$ cat config.mk
export PLATFORM = sky130hd
export DESIGN_NAME = fetch_align_flat
export DESIGN_NICKNAME = d
export VERILOG_FILES = /design/src/rtl/fetch_align_pkg.sv /design/src/rtl/fetch_align_if.sv /design/src/rtl/fetch_align_buffer.sv /design/src/rtl/fetch_align.sv /design/src/flat_wrapper.sv
export SDC_FILE = /design/constraint.sdc
export NUM_CORES = 1
export LEC_CHECK = 0
export BUFFER_PORTS_ARGS = -buffer_cell sky130_fd_sc_hd__buf_2
export CAP_MARGIN = 20
export CORE_UTILIZATION = 57
export CTS_CLUSTER_SIZE = 20
export DETAILED_ROUTE_END_ITERATION = 16
export PLACE_DENSITY = 0.8
export SETUP_SLACK_MARGIN = 0.02
export SLEW_MARGIN = 40
export SYNTH_ARGS = -nofsm -noshare
export SYNTH_HDL_FRONTEND = slang
export SYNTH_HIERARCHICAL = 1
export SYNTH_SLANG_ARGS = --single-unit
$ cat constraint.sdc
create_clock -name clock -period 6.2 [get_ports clock]
set_input_delay 0.62 -clock clock [delete_from_list [all_inputs] [get_ports clock]]
set_output_delay 0.62 -clock clock [all_outputs]
set_load 0.02 [all_outputs]
$ cat src/rtl/fetch_align_pkg.sv
// fetch_align_pkg: shared types and constants for the halfword realignment
// buffer.
//   halfword_t            - one 16-bit instruction parcel
//   OPC_32BIT             - low opcode bits marking a 32-bit instruction
//   fetch_align_in_type   - control fields of the fetch side
//   fetch_align_out_type  - aligned instruction presented to decode
package fetch_align_pkg;

  typedef logic [15:0] halfword_t;

  localparam logic [1:0] OPC_32BIT = 2'b11;

  typedef struct packed {
    logic        valid;
    logic        flush;
    logic [31:0] flush_addr;
  } fetch_align_in_type;

  typedef struct packed {
    logic        valid;
    logic [31:0] instr;
    logic [31:0] pc;
    logic        comp;
    logic        illegal;
  } fetch_align_out_type;

  // RVC length rule: anything other than 2'b11 in the low bits is 16-bit.
  function automatic logic is_comp(input halfword_t h);
    return h[1:0] != OPC_32BIT;
  endfunction

endpackage

$ cat src/rtl/fetch_align_if.sv
// fetch_align_if: fetch-side and decode-side handshake bundle.
//   fetch_valid/fetch_ready/fetch_data : fetch beats into the buffer
//   flush/flush_addr                   : redirect request
//   instr_valid/instr_ready            : aligned instruction handshake
//   instr/instr_pc/instr_comp/instr_illegal : instruction payload
// master = fetch unit + decode (bench), slave = fetch_align.
interface fetch_align_if #(
  parameter int FETCH_BYTES = 4
);
  logic                     fetch_valid;
  logic                     fetch_ready;
  logic [8*FETCH_BYTES-1:0] fetch_data;
  logic                     flush;
  logic [31:0]              flush_addr;
  logic                     instr_valid;
  logic                     instr_ready;
  logic [31:0]              instr;
  logic [31:0]              instr_pc;
  logic                     instr_comp;
  logic                     instr_illegal;

  modport master (
    output fetch_valid, fetch_data, flush, flush_addr, instr_ready,
    input  fetch_ready, instr_valid, instr, instr_pc, instr_comp, instr_illegal
  );

  modport slave (
    input  fetch_valid, fetch_data, flush, flush_addr, instr_ready,
    output fetch_ready, instr_valid, instr, instr_pc, instr_comp, instr_illegal
  );
endinterface

$ cat src/rtl/fetch_align_buffer.sv
// fetch_align_buffer: DEPTH x 16 ring storage.
//   clock   - system clock
//   we      - write enable
//   wr_ptr  - slot of the first halfword written
//   wr_cnt  - number of halfwords written (lanes 0..wr_cnt-1 of wr_data)
//   wr_data - FETCH_HW halfwords, lane 0 lands at wr_ptr
//   rd_ptr  - head slot
//   h0/h1   - halfwords at rd_ptr and rd_ptr+1
// Storage carries no reset; validity is tracked by the owner's count.
module fetch_align_buffer
  import fetch_align_pkg::*;
#(
  parameter int DEPTH    = 8,
  parameter int FETCH_HW = 2,
  parameter int PTR_W    = $clog2(DEPTH),
  parameter int CNT_W    = $clog2(DEPTH + 1)
) (
  input  logic                  clock,
  input  logic                  we,
  input  logic [PTR_W-1:0]      wr_ptr,
  input  logic [CNT_W-1:0]      wr_cnt,
  input  logic [16*FETCH_HW-1:0] wr_data,
  input  logic [PTR_W-1:0]      rd_ptr,
  output halfword_t             h0,
  output halfword_t             h1
);

  halfword_t mem [DEPTH];

  always_ff @(posedge clock) begin
    if (we) begin
      for (int i = 0; i < FETCH_HW; i++) begin
        if (CNT_W'(i) < wr_cnt) begin
          mem[wr_ptr + PTR_W'(i)] <= wr_data[16*i +: 16];
        end
      end
    end
  end

  // Pointer arithmetic wraps naturally because DEPTH is a power of two.
  assign h0 = mem[rd_ptr];
  assign h1 = mem[rd_ptr + PTR_W'(1)];

endmodule

$ cat src/rtl/fetch_align.sv
// fetch_align: halfword realignment buffer between fetch and decode.
//   clock - system clock
//   reset - asynchronous reset, active-low
//   bus   - fetch_align_if slave: fetch beats in, aligned instructions out,
//           flush/flush_addr redirect
// Beats are stored as halfwords; the head presents a 16-bit compressed or a
// 32-bit (possibly beat-straddling) instruction together with its PC.
module fetch_align
  import fetch_align_pkg::*;
#(
  parameter int          FETCH_BYTES = 4,
  parameter int          DEPTH       = 8,
  parameter logic [31:0] RESET_ADDR  = 32'h0,
  parameter int          C_EXT       = 1
) (
  input logic          clock,
  input logic          reset,
  fetch_align_if.slave bus
);

  localparam int FETCH_HW = FETCH_BYTES / 2;
  localparam int PTR_W    = $clog2(DEPTH);
  localparam int CNT_W    = $clog2(DEPTH + 1);
  localparam int SKIP_W   = (FETCH_HW > 1) ? $clog2(FETCH_HW) : 1;
  localparam int BEAT_W   = 8 * FETCH_BYTES;

  logic [PTR_W-1:0]  rd_ptr;
  logic [PTR_W-1:0]  wr_ptr;
  logic [CNT_W-1:0]  count;
  logic [31:0]       pc_reg;
  logic              first_beat;

  fetch_align_in_type  in_s;
  fetch_align_out_type out_s;

  logic [SKIP_W-1:0] skip;
  logic [CNT_W-1:0]  wr_cnt;
  logic [BEAT_W-1:0] wr_data;
  logic              fetch_ready;
  logic              push;
  logic              pop;
  logic              comp;
  logic [CNT_W-1:0]  need;
  halfword_t         h0;
  halfword_t         h1;

  assign in_s = '{valid: bus.fetch_valid, flush: bus.flush, flush_addr: bus.flush_addr};

  // Only the first beat after reset/redirect can start mid-beat; the halfwords
  // below the target PC are shifted out so lane 0 is the target halfword.
  assign skip    = first_beat ? pc_reg[SKIP_W:1] : '0;
  assign wr_cnt  = CNT_W'(FETCH_HW) - CNT_W'(skip);
  assign wr_data = bus.fetch_data >> {skip, 4'b0000};

  assign fetch_ready = !in_s.flush && (count <= CNT_W'(DEPTH - FETCH_HW));
  assign push        = in_s.valid && fetch_ready;

  fetch_align_buffer #(
    .DEPTH    (DEPTH),
    .FETCH_HW (FETCH_HW),
    .PTR_W    (PTR_W),
    .CNT_W    (CNT_W)
  ) u_buffer (
    .clock   (clock),
    .we      (push),
    .wr_ptr  (wr_ptr),
    .wr_cnt  (wr_cnt),
    .wr_data (wr_data),
    .rd_ptr  (rd_ptr),
    .h0      (h0),
    .h1      (h1)
  );

  assign comp = is_comp(h0);
  assign need = comp ? CNT_W'(1) : CNT_W'(2);
  assign pop  = out_s.valid && bus.instr_ready;

  // Payload is forced to zero while the buffer is empty so the unreset
  // storage never leaks onto the outputs.
  always_comb begin
    out_s         = '0;
    out_s.valid   = !in_s.flush && (count >= need);
    out_s.pc      = pc_reg;
    if (count != '0) begin
      out_s.instr   = comp ? {16'h0000, h0} : {h1, h0};
      out_s.comp    = comp;
      out_s.illegal = comp && (C_EXT == 0);
    end
  end

  always_ff @(posedge clock or negedge reset) begin
    if (!reset) begin
      count      <= '0;
      rd_ptr     <= '0;
      wr_ptr     <= '0;
      pc_reg     <= RESET_ADDR;
      first_beat <= 1'b1;
    end else if (in_s.flush) begin
      count      <= '0;
      rd_ptr     <= '0;
      wr_ptr     <= '0;
      pc_reg     <= in_s.flush_addr & 32'hFFFF_FFFE;
      first_beat <= 1'b1;
    end else begin
      if (push) begin
        wr_ptr     <= wr_ptr + PTR_W'(wr_cnt);
        first_beat <= 1'b0;
      end
      if (pop) begin
        rd_ptr <= rd_ptr + PTR_W'(need);
        pc_reg <= pc_reg + (32'(need) << 1);
      end
      count <= count + (push ? wr_cnt : '0) - (pop ? need : '0);
    end
  end

  assign bus.fetch_ready   = fetch_ready;
  assign bus.instr_valid   = out_s.valid;
  assign bus.instr         = out_s.instr;
  assign bus.instr_pc      = out_s.pc;
  assign bus.instr_comp    = out_s.comp;
  assign bus.instr_illegal = out_s.illegal;

endmodule

$ cat src/flat_wrapper.sv
// flat-port wrapper written by rule: the top's interface ports become plain ports
module fetch_align_flat import fetch_align_pkg::*;
#(
  parameter int          FETCH_BYTES = 4,
  parameter int          DEPTH       = 8,
  parameter logic [31:0] RESET_ADDR  = 32'h0,
  parameter int          C_EXT       = 1
)
  (clock, reset, bus_fetch_valid, bus_fetch_data, bus_flush, bus_flush_addr, bus_instr_ready, bus_fetch_ready, bus_instr_valid, bus_instr, bus_instr_pc, bus_instr_comp, bus_instr_illegal);
  fetch_align_if #(.FETCH_BYTES(FETCH_BYTES)) bus_i ();
  input logic clock;
  input logic reset;
  input wire logic [$bits(bus_i.fetch_valid)-1:0] bus_fetch_valid;
  input wire logic [$bits(bus_i.fetch_data)-1:0] bus_fetch_data;
  input wire logic [$bits(bus_i.flush)-1:0] bus_flush;
  input wire logic [$bits(bus_i.flush_addr)-1:0] bus_flush_addr;
  input wire logic [$bits(bus_i.instr_ready)-1:0] bus_instr_ready;
  output wire logic [$bits(bus_i.fetch_ready)-1:0] bus_fetch_ready;
  output wire logic [$bits(bus_i.instr_valid)-1:0] bus_instr_valid;
  output wire logic [$bits(bus_i.instr)-1:0] bus_instr;
  output wire logic [$bits(bus_i.instr_pc)-1:0] bus_instr_pc;
  output wire logic [$bits(bus_i.instr_comp)-1:0] bus_instr_comp;
  output wire logic [$bits(bus_i.instr_illegal)-1:0] bus_instr_illegal;
  assign bus_i.fetch_valid = bus_fetch_valid;
  assign bus_i.fetch_data = bus_fetch_data;
  assign bus_i.flush = bus_flush;
  assign bus_i.flush_addr = bus_flush_addr;
  assign bus_i.instr_ready = bus_instr_ready;
  assign bus_fetch_ready = bus_i.fetch_ready;
  assign bus_instr_valid = bus_i.instr_valid;
  assign bus_instr = bus_i.instr;
  assign bus_instr_pc = bus_i.instr_pc;
  assign bus_instr_comp = bus_i.instr_comp;
  assign bus_instr_illegal = bus_i.instr_illegal;
  fetch_align #(.FETCH_BYTES(FETCH_BYTES), .DEPTH(DEPTH), .RESET_ADDR(RESET_ADDR), .C_EXT(C_EXT)) u_core (.clock(clock), .reset(reset), .bus(bus_i));
endmodule
* After elaboration in Yosys (flattened, before gate mapping) *
Memories as Yosys holds them, arrays and structs flattened.
Cells that the tools add are included.

storage, ports and cells
  output and inout bits = 68
  register bits = 43
  bits of input ports = 69
  bits in writable memories = 128
  logic and storage cells = 50
  memories kept = 1

memories
  name                 words  width  read ports  clocked after Yosys merged registers in  wr ports  line                      source
  u_core.u_buffer.mem  8      16     2           0                                        2         fetch_align_buffer.sv:28  halfword_t mem [DEPTH];

cells by class
  equality and inequality tests = 1
  reductions and logical operators = 8
  shifts and indexed selects = 1
  add/subtract/negate cells = 8
  $lt $le $gt $ge = 4
  multiplexer cells = 22

operators by type and width
  cell                                                 number
  2-to-1 mux 32 bit                                    4
  adder 32 x 5 -> 32 bit                               1
  right shift 32 x 5 -> 32 bit                         1
  2-to-1 mux 3 bit                                     4
  2-to-1 mux 4 bit                                     3
  2-to-1 mux 1 bit                                     9
  < comparator 1 x 4 -> 1 bit, first input constant    2
  adder 3 x 1 -> 3 bit, second input constant          2
  adder 3 bit                                          2
  adder 4 bit                                          1
  >= comparator 4 bit                                  1
  <= comparator 4 x 3 -> 1 bit, second input constant  1
  logical AND 1 bit                                    4
  2-to-1 mux 2 bit                                     2
  nonzero test 2 bit                                   2
  nonzero test 4 bit                                   1
  subtractor 4 bit                                     1
  subtractor 2 x 1 -> 3 bit, first input constant      1
  inequality test 2 bit, second input constant         1
  zero test 1 bit                                      1

* Depth between registers and ports, before layout *
An unclocked memory read counts as a cell.

  word-level depth = 9
  gate-level depth with buffers = 19
  mapped depth without buffers = 14

* Hierarchy *
The synthesis kept the hierarchy.

modules (own cells, without submodules)
  module              instances  area each (um^2)  sequential area each (um^2)  cells each
  fetch_align_buffer  1          7,505.9           3,843.7                      411
  fetch_align         1          3,181.8           1,052.3                      372

* Worst setup path after synthesis *
No wires, ideal clock.

  path kind = reg2reg
  start = register u_core.rd_ptr[1]
  end = register u_core.count[3]
  path slack = 1,389 ps
  data required time = 6,068 ps
  period minus slack after synthesis = 4,811 ps
  stages on the path, launching flop included = 19
  path buffers = 4
  arrival = 4,679 ps
  cell sequence = dfrtp_1 buf_1 buf_2 mux4_2 mux2_2 nand2_1 ha_1 and2_1 a22oi_1 clkbuf_1 clkbuf_1 nor3_1 fa_1 inv_1 ha_1 a21o_1 a21oi_1 xnor2_1 nor2_1

on the way
  longest elaborated chain between the ends = 9

RTL lines
  what                          line                   source
  start, declared               fetch_align.sv:27      logic [PTR_W-1:0] rd_ptr;
  start signal, assigned        fetch_align.sv:110     rd_ptr <= rd_ptr + PTR_W'(need);
  memory read (8 x 16 bit) (*)  -
  via u_core.h0[0]              fetch_align.sv:44      halfword_t h0;
  inequality test 2 bit (*)     fetch_align_pkg.sv:29  return h[1:0] != OPC_32BIT;
  2-to-1 mux 2 bit (*)          fetch_align.sv:75      assign need = comp ? CNT_W'(1) : CNT_W'(2);
  >= comparator 4 bit           fetch_align.sv:82      out_s.valid = !in_s.flush && (count >= need);
  logical AND 1 bit             fetch_align.sv:82
  logical AND 1 bit             fetch_align.sv:76      assign pop = out_s.valid && bus.instr_ready;
  2-to-1 mux 4 bit (*)          fetch_align.sv:113     count <= count + (push ? wr_cnt : '0) - (pop ? need : '0);
  subtractor 4 bit (*)          fetch_align.sv:113
  2-to-1 mux 4 bit (*)          fetch_align.sv:98      end else if (in_s.flush) begin
  end signal, assigned          fetch_align.sv:113
  end, declared                 fetch_align.sv:29      logic [CNT_W-1:0] count;

The timed path passes the listed nets; every way through them passes the cells marked *.
A chain may end at the register's enable or synchronous reset.

* Worst setup path after layout *
  start = register u_core.rd_ptr[0]
  end = output port bus_instr[23]

on the way
  longest elaborated chain between the ends = 4
  elaborated cells on any way between the ends = 5

RTL lines
  what                      line                      source
  adder 3 x 1 -> 3 bit      fetch_align_buffer.sv:42  assign h1 = mem[rd_ptr + PTR_W'(1)];
  memory read (8 x 16 bit)  -
  via u_core.h1[7]          fetch_align.sv:45         halfword_t h1;
  2-to-1 mux 32 bit         fetch_align.sv:85         out_s.instr = comp ? {16'h0000, h0} : {h1, h0};
  2-to-1 mux 32 bit         fetch_align.sv:84         if (count != '0) begin
  end, declared             flat_wrapper.sv:20        output wire logic [$bits(bus_i.instr)-1:0] bus_instr;

The timed path passes the listed nets, and every way through them passes these cells.

==> qor.yml <==
finish:
  area_growth_pct: 14.9
  final_util_pct: 67.7
  final_cell_mix: "mux2_2, buf_2, edfxtp_1"
  drive_gt1_share_pct: 48.3
  antenna_cells: 0
  final_common_cell: "mux2_2"
  instances_no_fill: 1159
  fin_area_sq_mm: 0.0123
  fin_nets: 1006
power:
  p_leak_nw: 4.52
  powerDensity_mw_per_mm2: 444
  ir_drop_mv: 0.237
  finalPower_mw: 5.45
sta:
  layout_min_cycle_time_ns: 4.34
  hold_violations: 0
  final-max-slew-violation-count: 0
  setup_slack_ns: 1.86
  clock_skew_ns: 0.00833
  final.setup.tns_ns: 0
  max_freq_ghz: 0.231
  slew_headroom_pct: 44.9
  tightest_slew_ns: 0.825
  rsz0062_at_grt: "false"
  fin_crit_sh_pct: 69.9
  setup-violations-final: 0
  whs_ns: 0.177
clock_network:
  cts_tree: "done"
  clkTransAtPathRegs_ns: 0.06
  holdBufCountCts: 0
  cts-buffers-inserted: 17
  cts_setup_buffers: 0
  cts_sinks: 170
  cts-root-buf: "clkbuf_16"
  cts_resized: 0
  h-tree-depth: 4
  clockBufferDepth: 2
  clk_latency_ns: 0.43
drt:
  viasPerCell: 6.34
  wl_per_cell_microns: 22.8
  antenna_left: 0
  num_vias: 7345
  first_pass_iters: 9
  wirelength_microns: 26500
  drc_errors: 0
  first_iter_violations: 627
synthesis:
  avgSynthCellArea_sq_um: 13.6
  syn_inst: 783
  synth_flop_cell: "edfxtp_1"
  ys_seq_area_share_pct: 45.8
  ys_types: 59
  synth.cell_area_sq_mm: 0.0107
  ys_seq_elements: 170
  synth_edf_count: 128
  synth_warnings: 6
  ys_async_sr_fraction_pct: 24.7
placed_design:
  pre_cts_ws_ns: 1.96
  dp_cells: 1128
  dp_hpwl_microns: 17000
  place_area_sq_mm: 0.0116
  gp_congestion: 0.773
  port_buffers: 133
critical_path:
  path_cells: "buf_4, ha_4, xor2_2, buf_4, mux2_2, and2_1, buf_2"
  crit_required_ns: 5.58
  slowest_delay_ns: 0.86
  crit_slowest_cell: "dfrtp_4"
  worst_setup_path_end_kind: "primary output"
  cp.arrival_ns: 3.72
  cpMostUsedCell: "buf_4"
  cp_max_fo: 40
  critPathKind: "reg2out"
  cp-start-kind: "flip-flop"
die:
  die_area_sq_mm: 0.0193
  die_x_microns: 139
  ios: 137
  std_cell_rows: 49
  fp.dieH_microns: 139
  start_util_pct: 58.9
  design.core.area_sq_mm: 0.0181
run_status:
  outcome: "complete, no violations"
global_route:
  antenna_found_initial: 0
  grt_pass1_wl_microns: 41300
  grt_use_total_pct: 28.3
  grt_pass1_vias: 7650
  grt_max_degree: 63
  overflow: 0
job:
  max-cap-violations: 0
hold_path:
  min-delay-path-class: "in2async"
## critical path, delay by kind of cell (launching register included)
family,cells,cell delay (ns)
multiplexers,1,0.34
XOR/XNOR,1,0.65
AND/OR/NAND/NOR,1,0.16
buffers and inverters,3,1.01
flip-flops,1,0.86
adder cells (fa/ha/maj),1,0.22
## metal layers
metal  track usage, %  up-vias  wire, microns
li1                 -     3279              -
met1             36.2     3688          10700
met2             48.0      325          13300
met3             4.70       53           1770
met4             11.9        0            744
met5                0        -              0
## cell type report
| type | count | area [sq um] |
|---|---|---|
| clock buffer | 18 | 429 |
| clock inverter | 13 | 201 |
| inverter | 21 | 78.8 |
| tap | 229 | 287 |
| sequential | 170 | 4900 |
| multi-input combinational | 552 | 5550 |
| fill | 1296 | 5860 |
| timing repair buffer | 156 | 841 |
## worst paths after layout
path	end	cells after the start	slack (ns)	start
worst max-delay path	bus_instr[23]	7	1.86	u_core/rd_ptr[0]
worst min-delay path	u_core/bus.instr_pc[16]	1	0.18	reset
worst max register to register	u_core/count[2]	14	1.99	u_core/rd_ptr[0]
worst min register to register	u_core/first_beat	2	0.46	u_core/first_beat
max in group asynchronous	u_core/rd_ptr[0]	1	5.61	reset
min in group clock	u_core/bus.instr_pc[18]	3	0.39	bus_flush_addr[18]
## logic make-up after synthesis
family          after synthesis  synth area share (%)
flops                       170                  45.8
buf+inv                      70                  2.96
xor+xnor                     28                  2.44
fa+ha+maj                    19                  2.58
simple gates                190                  10.3
mux                         245                  32.5
compound gates               60                  3.41
other cells                   1                0.0351
## flip-flops by register name, summed over array words and instances, names as in the netlist
signal and count:
u_core/bus.instr_pc 31, u_core/count 4, u_core/first_beat 1, u_core/rd_ptr 3, u_core/u_buffer/mem 128, u_core/wr_ptr 3
## cells in the mapped netlist, drive strengths merged (6+ instances only)
cell	n	area share (%)
and3	7	0.46
nand2b	6	0.35
nand4	7	0.47
mux4	64	13
inv	21	0.74
dfrtp	41	9.6
nor4	15	1.2
clkbuf	23	0.81
nor2b	19	1.1
nor3	11	0.61
mux2	177	19
a31oi	6	0.35
nand3	12	0.61
ha	14	1.6
xnor2	24	2.0
nor2	17	0.60
and2	34	2.0
nand2	46	1.7
buf	26	1.4
o21ai	30	1.4
edfxtp	128	36
## power by group
group          switching, mW  internal, mW
Combinational           1.40          1.27
Clock                  0.439         0.710
Sequential             0.180          1.45
Power figures use the tool's default switching activity.
